`src/rtl/encap_result_uart_tx_pkg.sv`:
```
// Shared types and per-parameter-set sizing for the encapsulation result UART path.
// Field width m and error weight t select the C0 length and its 32-bit word count.
package encap_result_uart_tx_pkg;

  localparam int DBITS    = 8;
  localparam int SB_TICK  = 16;
  localparam int C1_WORDS = 8;
  localparam int K_WORDS  = 8;

  typedef enum logic [1:0] {
    TX_IDLE,
    TX_START,
    TX_DATA,
    TX_STOP
  } tx_state_t;

  typedef enum logic [2:0] {
    ST_IDLE,
    ST_ISSUE,
    ST_WAIT,
    ST_CAPTURE,
    ST_SEND,
    ST_XMIT,
    ST_NEXT,
    ST_FIN
  } ctl_state_t;

  typedef enum logic [1:0] {
    SEC_C0,
    SEC_C1,
    SEC_K
  } sec_t;

  function automatic int m_of(input int ps);
    return (ps == 1) ? 12 : 13;
  endfunction

  function automatic int t_of(input int ps);
    case (ps)
      1:       return 64;
      2:       return 96;
      3:       return 128;
      4:       return 119;
      default: return 128;
    endcase
  endfunction

  function automatic int c0_words(input int ps);
    return (m_of(ps) * t_of(ps) + 31) / 32;
  endfunction

endpackage

```
`src/rtl/encap_result_uart_tx_tx_byte.sv`:
```
// 8N1 byte serializer driven by a 16x oversampling tick.
// The line is registered from the next state so it changes with the FSM, glitch free.
module uart_tx_byte
  import encap_result_uart_tx_pkg::*;
(
  input  logic       clk,
  input  logic       rst,
  input  logic       tick,
  input  logic       tx_start,
  input  logic [7:0] din,
  output logic       tx,
  output logic       tx_done
);

  localparam logic [2:0] LAST_BIT  = 3'(DBITS - 1);
  localparam logic [3:0] STOP_LAST = 4'(SB_TICK - 1);

  tx_state_t  state, state_n;
  logic [3:0] s, s_n;
  logic [2:0] n, n_n;
  logic [7:0] b, b_n;
  logic       tx_n;

  always_ff @(posedge clk) begin
    if (rst) begin
      state <= TX_IDLE;
      s     <= '0;
      n     <= '0;
      b     <= '0;
      tx    <= 1'b1;
    end else begin
      state <= state_n;
      s     <= s_n;
      n     <= n_n;
      b     <= b_n;
      tx    <= tx_n;
    end
  end

  always_comb begin
    state_n = state;
    s_n     = s;
    n_n     = n;
    b_n     = b;
    tx_done = 1'b0;
    unique case (state)
      TX_IDLE: begin
        if (tx_start) begin
          state_n = TX_START;
          s_n     = '0;
          b_n     = din;
        end
      end
      TX_START: begin
        if (tick) begin
          if (s == 4'd15) begin
            state_n = TX_DATA;
            s_n     = '0;
            n_n     = '0;
          end else begin
            s_n = s + 4'd1;
          end
        end
      end
      TX_DATA: begin
        if (tick) begin
          if (s == 4'd15) begin
            s_n = '0;
            b_n = b >> 1;
            if (n == LAST_BIT) state_n = TX_STOP;
            else n_n = n + 3'd1;
          end else begin
            s_n = s + 4'd1;
          end
        end
      end
      TX_STOP: begin
        if (tick) begin
          if (s == STOP_LAST) begin
            state_n = TX_IDLE;
            tx_done = 1'b1;
          end else begin
            s_n = s + 4'd1;
          end
        end
      end
      default: state_n = TX_IDLE;
    endcase
    tx_n = 1'b1;
    if (state_n == TX_START) tx_n = 1'b0;
    else if (state_n == TX_DATA) tx_n = b_n[0];
  end

endmodule

```
`src/rtl/encap_result_uart_tx.sv`:
```
// Reads C0, C1 and K word by word after encapsulation and streams them MSB byte first.
// One memory read per word; each byte waits for the serializer to finish.
module encap_result_uart_tx
  import encap_result_uart_tx_pkg::*;
#(
  parameter  int parameter_set = 1,
  localparam int C0_WORDS      = c0_words(parameter_set),
  localparam int AW            = $clog2(C0_WORDS)
) (
  input  logic          clk,
  input  logic          rst,
  input  logic          start,
  input  logic          tick,
  output logic          rd_C0,
  output logic [AW-1:0] C0_addr,
  input  logic [31:0]   C0_out,
  output logic          rd_C1,
  output logic [2:0]    C1_addr,
  input  logic [31:0]   C1_out,
  output logic          rd_K,
  output logic [2:0]    K_addr,
  input  logic [31:0]   K_out,
  output logic          o_uart_tx,
  output logic          busy,
  output logic          done
);

  localparam int WW = (AW > 3) ? AW : 3;
  localparam logic [WW-1:0] C0_LAST = WW'(C0_WORDS - 1);
  localparam logic [WW-1:0] SK_LAST = WW'(C1_WORDS - 1);

  ctl_state_t    state, state_n;
  sec_t          sec, sec_n;
  logic [WW-1:0] word, word_n, last_word;
  logic [1:0]    byte_idx, byte_n;
  logic [31:0]   word_buf, sec_word;
  logic [7:0]    tx_byte;
  logic          start_d, tx_start, tx_done;

  always_ff @(posedge clk) begin
    if (rst) begin
      state    <= ST_IDLE;
      sec      <= SEC_C0;
      word     <= '0;
      byte_idx <= '0;
      word_buf <= '0;
      start_d  <= 1'b0;
      C0_addr  <= '0;
      C1_addr  <= '0;
      K_addr   <= '0;
    end else begin
      state    <= state_n;
      sec      <= sec_n;
      word     <= word_n;
      byte_idx <= byte_n;
      start_d  <= start;
      if (state == ST_CAPTURE) word_buf <= sec_word;
      // Address is loaded together with the read strobe, then held
      if (state_n == ST_ISSUE) begin
        unique case (sec_n)
          SEC_C0:  C0_addr <= word_n[AW-1:0];
          SEC_C1:  C1_addr <= word_n[2:0];
          default: K_addr  <= word_n[2:0];
        endcase
      end
    end
  end

  always_comb begin
    unique case (sec)
      SEC_C0:  sec_word = C0_out;
      SEC_C1:  sec_word = C1_out;
      default: sec_word = K_out;
    endcase
    last_word = (sec == SEC_C0) ? C0_LAST : SK_LAST;
    unique case (byte_idx)
      2'd0:    tx_byte = word_buf[31:24];
      2'd1:    tx_byte = word_buf[23:16];
      2'd2:    tx_byte = word_buf[15:8];
      default: tx_byte = word_buf[7:0];
    endcase
  end

  always_comb begin
    state_n  = state;
    sec_n    = sec;
    word_n   = word;
    byte_n   = byte_idx;
    tx_start = 1'b0;
    rd_C0    = 1'b0;
    rd_C1    = 1'b0;
    rd_K     = 1'b0;
    busy     = 1'b1;
    done     = 1'b0;
    unique case (state)
      ST_IDLE: begin
        busy = 1'b0;
        if (start && !start_d) begin
          state_n = ST_ISSUE;
          sec_n   = SEC_C0;
          word_n  = '0;
        end
      end
      ST_ISSUE: begin
        unique case (sec)
          SEC_C0:  rd_C0 = 1'b1;
          SEC_C1:  rd_C1 = 1'b1;
          default: rd_K  = 1'b1;
        endcase
        state_n = ST_WAIT;
      end
      ST_WAIT:    state_n = ST_CAPTURE;
      ST_CAPTURE: begin
        byte_n  = '0;
        state_n = ST_SEND;
      end
      ST_SEND: begin
        tx_start = 1'b1;
        state_n  = ST_XMIT;
      end
      ST_XMIT: if (tx_done) state_n = ST_NEXT;
      ST_NEXT: begin
        if (byte_idx != 2'd3) begin
          byte_n  = byte_idx + 2'd1;
          state_n = ST_SEND;
        end else if (word != last_word) begin
          word_n  = word + WW'(1);
          state_n = ST_ISSUE;
        end else if (sec == SEC_K) begin
          state_n = ST_FIN;
        end else begin
          sec_n   = (sec == SEC_C0) ? SEC_C1 : SEC_K;
          word_n  = '0;
          state_n = ST_ISSUE;
        end
      end
      ST_FIN: begin
        busy    = 1'b0;
        done    = 1'b1;
        state_n = ST_IDLE;
      end
      default: state_n = ST_IDLE;
    endcase
  end

  uart_tx_byte u_tx (
    .clk     (clk),
    .rst     (rst),
    .tick    (tick),
    .tx_start(tx_start),
    .din     (tx_byte),
    .tx      (o_uart_tx),
    .tx_done (tx_done)
  );

endmodule
```
`config.mk`:
```
export PLATFORM = sky130hd
export DESIGN_NAME = encap_result_uart_tx
export DESIGN_NICKNAME = d
export VERILOG_FILES = /design/src/rtl/encap_result_uart_tx_pkg.sv /design/src/rtl/encap_result_uart_tx_tx_byte.sv /design/src/rtl/encap_result_uart_tx.sv
export SDC_FILE = /design/constraint.sdc
export NUM_CORES = 1
export LEC_CHECK = 0
export CORE_UTILIZATION = 44
export DETAILED_ROUTE_END_ITERATION = 16
export MAX_ROUTING_LAYER = met4
export PLACE_DENSITY = 0.77
export SLEW_MARGIN = 30
export SYNTH_ARGS = -nofsm -noshare
export SYNTH_HDL_FRONTEND = slang
export SYNTH_SLANG_ARGS = --single-unit
export TNS_END_PERCENT = 30
```
`constraint.sdc`:
```
create_clock -name clk -period 2.2 [get_ports clk]
set_input_delay 0.44 -clock clk [delete_from_list [all_inputs] [get_ports clk]]
set_output_delay 0.44 -clock clk [all_outputs]
set_load 0.005 [all_outputs]
```
==> out/results.tsv, run 1 <==
metric	value	unit
outcome	complete, but fails checks	
violations	setup timing	
fin_tns_setup	-0.2355	ns
p_leak	1.961	nW
switching_share	26.12	%
reg2reg_slack	-0.06	ns
synth_async_sr_flop_share	0	%
hold_violations	0	
drc	0	
worstSetupStartpoint	state[2]	
fill_cells	817	
min_to	word_buf[27]	
rr_endpoint	C0_addr[1]	
clk_latency	0.35	ns
hold_class	reg -> reg	
num_io_pins	117	
setup_viol	5	
post_dp_cell_area	5545	µm²
slowest_delay	0.54	ns
clock_sinks	74	
dominantRegCellSynth	dfxtp_1	
synth-seq-area-share	35.36	%
syn-mean-instance-area	7.786	µm²
fin_skew	0.01010	ns
required	2.48	ns
critical_path_class	reg -> reg	
slew_headroom	59.75	%
grt-ovfl-total	0	
drtPass1Iterations	5	
syn_to_final_growth	38.17	%
holdWs	0.4614	ns
drive_above_1_share	10.32	%
power	2.836	mW
cts.clk_slew.worst_paths	0.08	ns
rsz0062_at_grt	yes	
crit_buf_inv	2	
grt_usage	23.48	%
end_kind	flop	
gp_congestion	0.8701	
start_util	45.34	%
antenna_cells	0	
grt_max_degree	65	
cp_top_family	simple AND/OR/NAND/NOR gates	
fin_crit	2.258	ns
drt_iter0_markers	307	
numCtsBuffers	9	
slew_violations	0	
synth_cell_types	54	
clock_path_buffers	2	
grt_pass1_vias	4136	
rows	35	
vias_per_cell	5.371	
ys_seq_elements	74	
syn-cell-area	4189	µm²
wire_per_inst	14.06	µm
core_area	9240	µm²
intPower	2.095	mW
stdcell_area	5788	µm²
worstHoldPathCells	2	
syn_nets	652	
grt_antenna_before_repair	0	
drt-total-wl	11080	µm
crit_chain	or4b_4 > buf_4 > o211ai_1 > nand3_1 > nor4_4 > buf_4 > mux2i_1	
combPwrFrac	17.6	%
grt_pass1_wl	18370	µm
arrival	2.54	ns
setup_ws	-0.05800	ns
p_clk_share	33.3	%
p_sw	0.7406	mW
vias	4232	
cts_max_level	3	
reg2regPathDepth	7	
period_share	102.6	%
maxCapViolCount	0	
cts_root_buf	clkbuf_8	
clock.fmax	442.9	MHz
start_kind	flop	
syn_inst	538	
holdBufCountCts	0	
slowest_stage	or4b_4	
p_per_area	490.0	nW/µm²
fp.dieH	99.58	µm
cp_max_fo	3	
p_seq_share	49.1	%
dp_hpwl	8049	µm
worst_pin_slew	0.6038	ns
min_from	word_buf[27]	
synth_warnings	0	
nNetsFinal	768	
fp.dieW	99.58	µm
rr_startpoint	state[2]	
critical_path.most_common_cell	buf_4	
ir_worst_vdd	0.3101	mV
synth-edff-count	0	
drtAntennaViolNets	0	
cts_tree	done	
fp.dieArea	9915	µm²
portBuffers	116	
layout by cell type, fill, tap and decap left out, drive strengths merged, types with 6 or more instances in the layout:
master / Yosys / layout
clkbuf: 32 / 11
nor2: 32 / 32
nand2: 113 / 113
clkdlybuf4s50: 0 / 111
a211oi: 6 / 6
inv: 11 / 11
a222oi: 8 / 8
o21ai: 47 / 47
dfxtp: 74 / 74
a21oi: 49 / 49
nand2b: 12 / 12
mux2i: 42 / 42
ha: 14 / 14
nor3: 8 / 8
buf: 7 / 29
a22oi: 9 / 9
worst max path at each step:
stage | end | slack [ns] | depth (start not counted)
after floorplan | C0_addr[3] | 0.03 | 5
after global placement | C0_addr[3] | -0.44 | 6
after detailed placement | C0_addr[3] | -0.55 | 6
after CTS | C0_addr[2] | -0.04 | 6
after global routing | C0_addr[0] | -0.1 | 7
final | C0_addr[1] | -0.06 | 7
per-layer routing:
layer	global-route usage, %	up-vias	share of wire [%]	routed length, µm
li1	-	2136	-	-
met1	27.01	1952	43	4811
met2	40.81	122	50	5524
met3	4.989	22	5.1	566
met4	7.353	0	1.6	174
met5	-	-	0	0
tightest hold or removal path: stages (launching register included):
cell and delay [ns]:
dfxtp_1 0.32, nand2_1 0.05, a21oi_1 0.05
stage by stage:
stage	setup WS, ns	utilization [%]	instances
global route	-0.09970	62.64	788
floorplan	0.03143	-	538
detailed placement	-0.5509	60.01	768
finish	-0.05800	62.64	788
global placement	-0.4382	60.01	768
CTS	-0.04063	62.15	786
power by group through the flow:
stage	clock network, mW	registers, mW	logic [mW]
2_1_floorplan	0	1.41	0.213
3_3_place_gp	0	1.42	0.466
3_5_place_dp	0	1.42	0.476
4_1_cts	0.960	1.39	0.487
5_1_grt	1.02	1.40	0.542
6_report	0.944	1.39	0.500
state kept, by name, summed over array words and instances, names as in the netlist:
signal      cells
u_tx.s          4
word            5
sec             2
C1_addr         3
word_buf       32
u_tx.n          3
K_addr          3
C0_addr         5
state           3
u_tx.b          8
u_tx.state      2
u_tx.tx         1
start_d         1
byte_idx        2
synth_stat cells (2+ instances only):
master     instances  share of area [%]
and4_1             2               0.42
nand2_1          113                 10
a32oi_1            3               0.63
inv_1             11               0.99
nand3_1            4               0.48
or2_2              4               0.60
buf_1              7               0.63
a21o_1             2               0.36
clkbuf_1          32                2.9
o31ai_1            2               0.36
o31a_1             2               0.42
nand4_1            4               0.60
mux2_2             2               0.54
a211oi_1           6                1.1
dfxtp_1           74                 35
a2bb2oi_1          3               0.63
a21oi_1           49                5.9
nand2b_1          12                1.8
a31oi_1            2               0.30
or3_1              4               0.60
mux2i_1           42                 10
nor3_1             8               0.96
o211ai_1           2               0.36
o21ai_0           47                5.6
xnor2_1            2               0.42
nor2_1            32                2.9
or4_1              3               0.54
nor3b_1            2               0.36
ha_1              14                4.2
a22oi_1            9                1.6
and3_1             2               0.30
nor2b_1            5               0.75
a222oi_1           8                1.9
nand3b_1           2               0.36
and4b_1            2               0.48
nand4b_1           2               0.42
what timing repair did:
item                       in CTS  in global routing
resized for setup               9                  9
setup endpoints to repair      11                 15
setup buffers                   2                  2
pin swaps                       3                  3
logic make-up (layout without fill, tap and decap cells):
kind of cell / Yosys count / in the layout / share of synthesized area (%)
AO/OA/AOI/OAI: 145 / 145 / 21.15
XOR/XNOR: 3 / 3 / 0.6274
adder cells (fa/ha/maj): 14 / 14 / 4.182
buffers and inverters: 50 / 171 / 4.481
flip-flops: 74 / 74 / 35.36
multiplexers: 44 / 44 / 10.57
AND/OR/NAND/NOR: 208 / 208 / 23.63
cell type report:
cell class | instances | area [µm²] | area share (%)
multi-input combinational | 414 | 2562 | 44.27
sequential | 74 | 1486 | 25.68
timing repair buffer | 144 | 1365 | 23.58
tap | 129 | 161.4 | 2.789
clock buffer | 11 | 141.4 | 2.443
inverter | 11 | 41.29 | 0.7134
clock inverter | 5 | 30.03 | 0.5188
No activity file was read; power rests on OpenSTA's default activity.
==> run 2: changes to the inputs <==
- MAX_ROUTING_LAYER: met4 -> default
==> out/results.tsv, run 2 (synthesis results as in run 1) <==
metric	value	unit	change
clock_sinks	74		unchanged
cts.clk_slew.worst_paths	0.08	ns	about the same
postLayoutCoreUtil	63.06	%	+0.42 points
clock_path_buffers	2		unchanged
drtPass1Iterations	6		+1
cts_tree	done		
antenna_cells	0		unchanged
setup_ws	-0.01433	ns	+0.04367 ns
cts_max_level	3		unchanged
p_leak	1.987	nW	+1.3%
reg2reg_slack	-0.01	ns	+0.04 ns
worst_pin_slew	0.6054	ns	+0.001669 ns
violations	setup timing		
drt-total-wl	10950	µm	-1.1%
largest_reg_flops	32		unchanged
cp_max_fo	3		unchanged
cts_root_buf	clkbuf_8		
power	3.041	mW	+7.2%
holdBufCountCts	0		unchanged
setup_viol	4		-1
numCtsBuffers	9		unchanged
fin_crit	2.214	ns	-0.04367 ns
dp.cells	767		-0.13%
maxCapViolCount	0		unchanged
stdcell_area	5827	µm²	+0.67%
vias	4209		-0.54%
fp.dieH	99.58	µm	unchanged
layout_commonest_cell	nand2_1		
period_share	100.7	%	-2.0 points
ir_worst_vdd	0.2605	mV	-16%
grt_usage	22.26	%	-1.2 points
slew_headroom	59.64	%	-0.11 points
fin_skew	0.01026	ns	+0.0001590 ns
fp.dieW	99.58	µm	unchanged
rr_startpoint	state[2]		
grt_max_degree	65		unchanged
drc	0		unchanged
rsz0062_at_grt	yes		
p_per_area	521.8	nW/µm²	+6.5%
wire_per_inst	13.95	µm	-0.75%
drt_iter0_markers	266		-13%
gp_congestion	0.8435		-3.1%
fp.dieArea	9915	µm²	unchanged
arrival	2.50	ns	-0.04 ns
reg2regPathDepth	6		-1
hold_violations	0		unchanged
drive_above_1_share	10.67	%	+0.35 points
start_util	45.34	%	unchanged
critical_path_class	reg -> reg		
grt_pass1_wl	17950	µm	-2.3%
dp_hpwl	7961	µm	-1.1%
clock.fmax	451.6	MHz	+2.0%
fin_tns_setup	-0.02557	ns	+0.2099 ns
start_kind	flop		
layout_common_cells	nand2_1, clkdlybuf4s50_1, dfxtp_1, a21oi_1, o21ai_0		
fill_cells	818		+0.12%
clk_latency	0.35	ns	about the same
crit_end	C0_addr[2]		
post_dp_cell_area	5538	µm²	-0.14%
grt_pass1_vias	4076		-1.5%
place_ws	-0.5063	ns	+0.04468 ns
end_kind	flop		
stdcell_count	785		-0.38%
grt_antenna_before_repair	0		unchanged
grt-ovfl-total	0		unchanged
rows	35		unchanged
num_io_pins	117		unchanged
syn_to_final_growth	39.10	%	
vias_per_cell	5.362		-0.16%
required	2.48	ns	about the same
holdWs	0.4642	ns	+0.002779 ns
reg_top3	word_buf (32), u_tx.b (8)		
nNetsFinal	765		-0.39%
rr_endpoint	C0_addr[2]		
drtAntennaViolNets	0		unchanged
outcome	complete, but fails checks		
slew_violations	0		unchanged
hold_class	reg -> reg		
portBuffers	116		unchanged
largest_register	word_buf		
core_area	9240	µm²	unchanged
worstSetupStartpoint	state[2]		
run 2: changes by cell type in the layout (fill, tap and decap cells not counted), sizes merged:
cell / delta
buf: -3
bufinv: +2
clkbuf: -1
clkdlybuf4s50: -1
clkinv: -1
clkinvlp: -1
dlymetal6s2s: +1
inv: +1
run 2: cell type report:
cell class	instances	area (µm²)	area share, %
clock buffer	10	127.6	2.190
clock inverter	6	90.09	1.546
inverter	11	41.29	0.7086
multi-input combinational	414	2570	44.11
sequential	74	1491	25.60
tap	129	161.4	2.770
timing repair buffer	141	1345	23.08
run 2: how the worst min path moves through the flow:
stage                    to         start  slack [ns]  cells past startpoint
2_1_floorplan  word_buf[25]  word_buf[25]        0.44                      2
3_3_place_gp    word_buf[9]   word_buf[9]        0.45                      2
3_5_place_dp    word_buf[9]   word_buf[9]        0.45                      2
4_1_cts         word_buf[9]   word_buf[9]        0.46                      2
5_1_grt             start_d         start        0.46                      2
6_report       word_buf[28]  word_buf[28]        0.46                      2
run 2: layer usage:
metal	up-vias	track usage, %	wire length (µm)
met5	-	0	0
met4	0	7.692	177
met3	19	4.638	511
met2	130	40.06	5499
met1	1931	26.16	4763
li1	2129	-	-
run 2: report_power, final:
group / total, mW / internal, mW / switching, mW
clock network: 1.16 / 0.643 / 0.520
logic: 0.483 / 0.283 / 0.201
registers: 1.39 / 1.37 / 0.0259
run 2: critical path, stage by stage (launching register included):
cell     delay (ns)
dfxtp_2        0.33
or4b_4         0.54
or2_1          0.24
a32o_2         0.26
nor4_4         0.39
buf_4          0.20
mux2i_1        0.18
run 2: repair_timing:
action,in CTS,in global routing
setup endpoints to repair,11,18
pin swaps,3,6
cloned,0,0
gates resized for setup,7,18
setup buffers,2,0
==> run 3: changes to the inputs <==
- SLEW_MARGIN: 30 -> 10
==> results of run 3 <==
No change in the layout: final DEF, timing and power equal those of run 2.
==> RTL change (settings of run 1) <==
Register the inputs `start`, `tick`, `C0_out`, `C1_out` and `K_out` before use, with the module's reset. The logic sees them one clock later.
--- a/src/rtl/encap_result_uart_tx.sv
+++ b/src/rtl/encap_result_uart_tx.sv
@@ -30,4 +30,26 @@
   localparam logic [WW-1:0] SK_LAST = WW'(C1_WORDS - 1);
 
+  logic start_q;
+  logic tick_q;
+  logic [31:0] C0_out_q;
+  logic [31:0] C1_out_q;
+  logic [31:0] K_out_q;
+
+  always_ff @(posedge clk) begin
+    if (rst) begin
+      start_q  <= '0;
+      tick_q   <= '0;
+      C0_out_q <= '0;
+      C1_out_q <= '0;
+      K_out_q  <= '0;
+    end else begin
+      start_q  <= start;
+      tick_q   <= tick;
+      C0_out_q <= C0_out;
+      C1_out_q <= C1_out;
+      K_out_q  <= K_out;
+    end
+  end
+
   ctl_state_t    state, state_n;
   sec_t          sec, sec_n;
@@ -54,5 +76,5 @@
       word     <= word_n;
       byte_idx <= byte_n;
-      start_d  <= start;
+      start_d  <= start_q;
       if (state == ST_CAPTURE) word_buf <= sec_word;
       // Address is loaded together with the read strobe, then held
@@ -69,7 +91,7 @@
   always_comb begin
     unique case (sec)
-      SEC_C0:  sec_word = C0_out;
-      SEC_C1:  sec_word = C1_out;
-      default: sec_word = K_out;
+      SEC_C0:  sec_word = C0_out_q;
+      SEC_C1:  sec_word = C1_out_q;
+      default: sec_word = K_out_q;
     endcase
     last_word = (sec == SEC_C0) ? C0_LAST : SK_LAST;
@@ -96,5 +118,5 @@
       ST_IDLE: begin
         busy = 1'b0;
-        if (start && !start_d) begin
+        if (start_q && !start_d) begin
           state_n = ST_ISSUE;
           sec_n   = SEC_C0;
@@ -147,5 +169,5 @@
     .clk     (clk),
     .rst     (rst),
-    .tick    (tick),
+    .tick    (tick_q),
     .tx_start(tx_start),
     .din     (tx_byte),
Function: changed (Yosys sat finds a counterexample within 4 cycles, from zero or initial values and one cycle with rst high).
==> RTL change against run 1 <==
- final cell count rose by 35%
- first-iteration DRC count rose by 6.8%
- routed wire length increased by 28%
- area after synthesis is 62% higher
- total power up 140%
- sequential cell count is 98 higher
- design area grew 52%
- core utilization decreased by 4.5 points
- combinational power shrank 5.2%
- clock power rose to 3.2 times the old value
- non-clock buffer count decreased by 6
- worst setup slack improved by 110 ps
- fmax rose by 5.3%
- sequential share of layout area increased by 13 points
- largest power group unchanged
==> RTL change: results (changes against run 1) <==
| Metric | Value |
|---|---|
| Status | `finished clean (was finished with violations)` |
| Syn avg cell area | `9.01 um^2 (was 7.79 um^2)` |
| Synth area leaders | `dfxtp_1 51%, nor2b_1 9.7%, nand2_1 6.5% (was dfxtp_1 35%, nand2_1 10%, mux2i_1 10%)` |
| Fraction of layout instances using a drive strength above 1 | `8.81% (was 10.3%)` |
| Grt met1 use | `23.5% (was 27.0%)` |
| Routed wire length | `14200 um (was 11100 um)` |
| Clock root buffer | `clkbuf_16 (was clkbuf_8)` |
| Placed Cells | `1030 (was 768)` |
| Register area | `3450 um^2 (was 1490 um^2)` |
| Synth unique cells | `59 (was 54)` |
| Layout clock buffer count | `21 (was 11)` |
| WL met2 | `6780 um (was 5520 um)` |
| M2 GR Usage | `30.5% (was 40.8%)` |
| Switch share | `20.8% (was 26.1%)` |
| Reg clk slew, reported paths | `60 ps (was 80 ps)` |
| Multi-input combinational area share | `35.7% (was 44.3%)` |
| Slew headroom | `61.5% (was 59.7%)` |
| R2r setup slk | `90 ps (was -60 ps)` |
| Type of the worst min-delay path | `input port to flop (was flop to flop)` |
| Clock-cell share of area | `6.84% (was 2.96%)` |
| FILL cells | `1294 (was 817)` |
| Clk_skew | `8.96 ps (was 10.1 ps)` |
| Leakage power | `3.17 nW (was 1.96 nW)` |
| Vias post-DR | `5306 (was 4232)` |
| WHS | `390 ps (was 461 ps)` |
| Inverters | `12 (was 11)` |
| CTS-repair resized insts | `5 (was 9)` |
| Multi-input gates | `520 (was 414)` |
| Crit path launch | `state[1] (was state[2])` |
| M1 WL | `6390 um (was 4810 um)` |
| Cells after Synth | `754 (was 538)` |
| R2R Path End | `C1_addr[1] (was C0_addr[1])` |
| Number of global-route vias before repair | `5005 (was 4136)` |
| Pin count of the biggest net entering global routing | `60 (was 65)` |
| Post-place setup slack | `101 ps (was -551 ps)` |
| Arr. time, crit path | `1700 ps (was 2540 ps)` |
| Slowest-stage cell, CP | `clkdlybuf4s50_1 (was or4b_4)` |
| Nets@finish | `975 (was 768)` |
| Combinational Power | `0.474 mW (was 0.500 mW)` |
| Finished Layout Cells | `1062 (was 788)` |
-- RTL change: metrics by stage --
step / utilization (%) / TNS, ps
after floorplan: - / 0
after global placement: 53.9 / 0
after detailed placement: 53.9 / 0
after CTS: 57.9 / -34.0
after global routing: 58.1 / -15.1
final: 58.1 / 0
-- RTL change: worst min-delay path by stage --
stage / slack (ps) / cells past startpoint / end / from
final: 390 / 2 / u_tx.state[1] / rst
after global routing: 390 / 2 / C1_addr[2] / rst
after CTS: 380 / 2 / C1_addr[2] / rst
after detailed placement: 450 / 2 / word_buf[15] / word_buf[15]
after global placement: 450 / 2 / u_tx.n[2] / u_tx.n[2]
after floorplan: 440 / 2 / word_buf[24] / word_buf[24]
-- RTL change: logic make-up after synthesis --
kind of cell	share of synthesized area [%]
AOI/OAI and AO/OA	13.7
and+or+nand+nor	23.9
muxes	5.45
DFF	50.7
buffers and inverters	3.57
adders and majority gates	2.58
xor gates and xnor gates	0.129
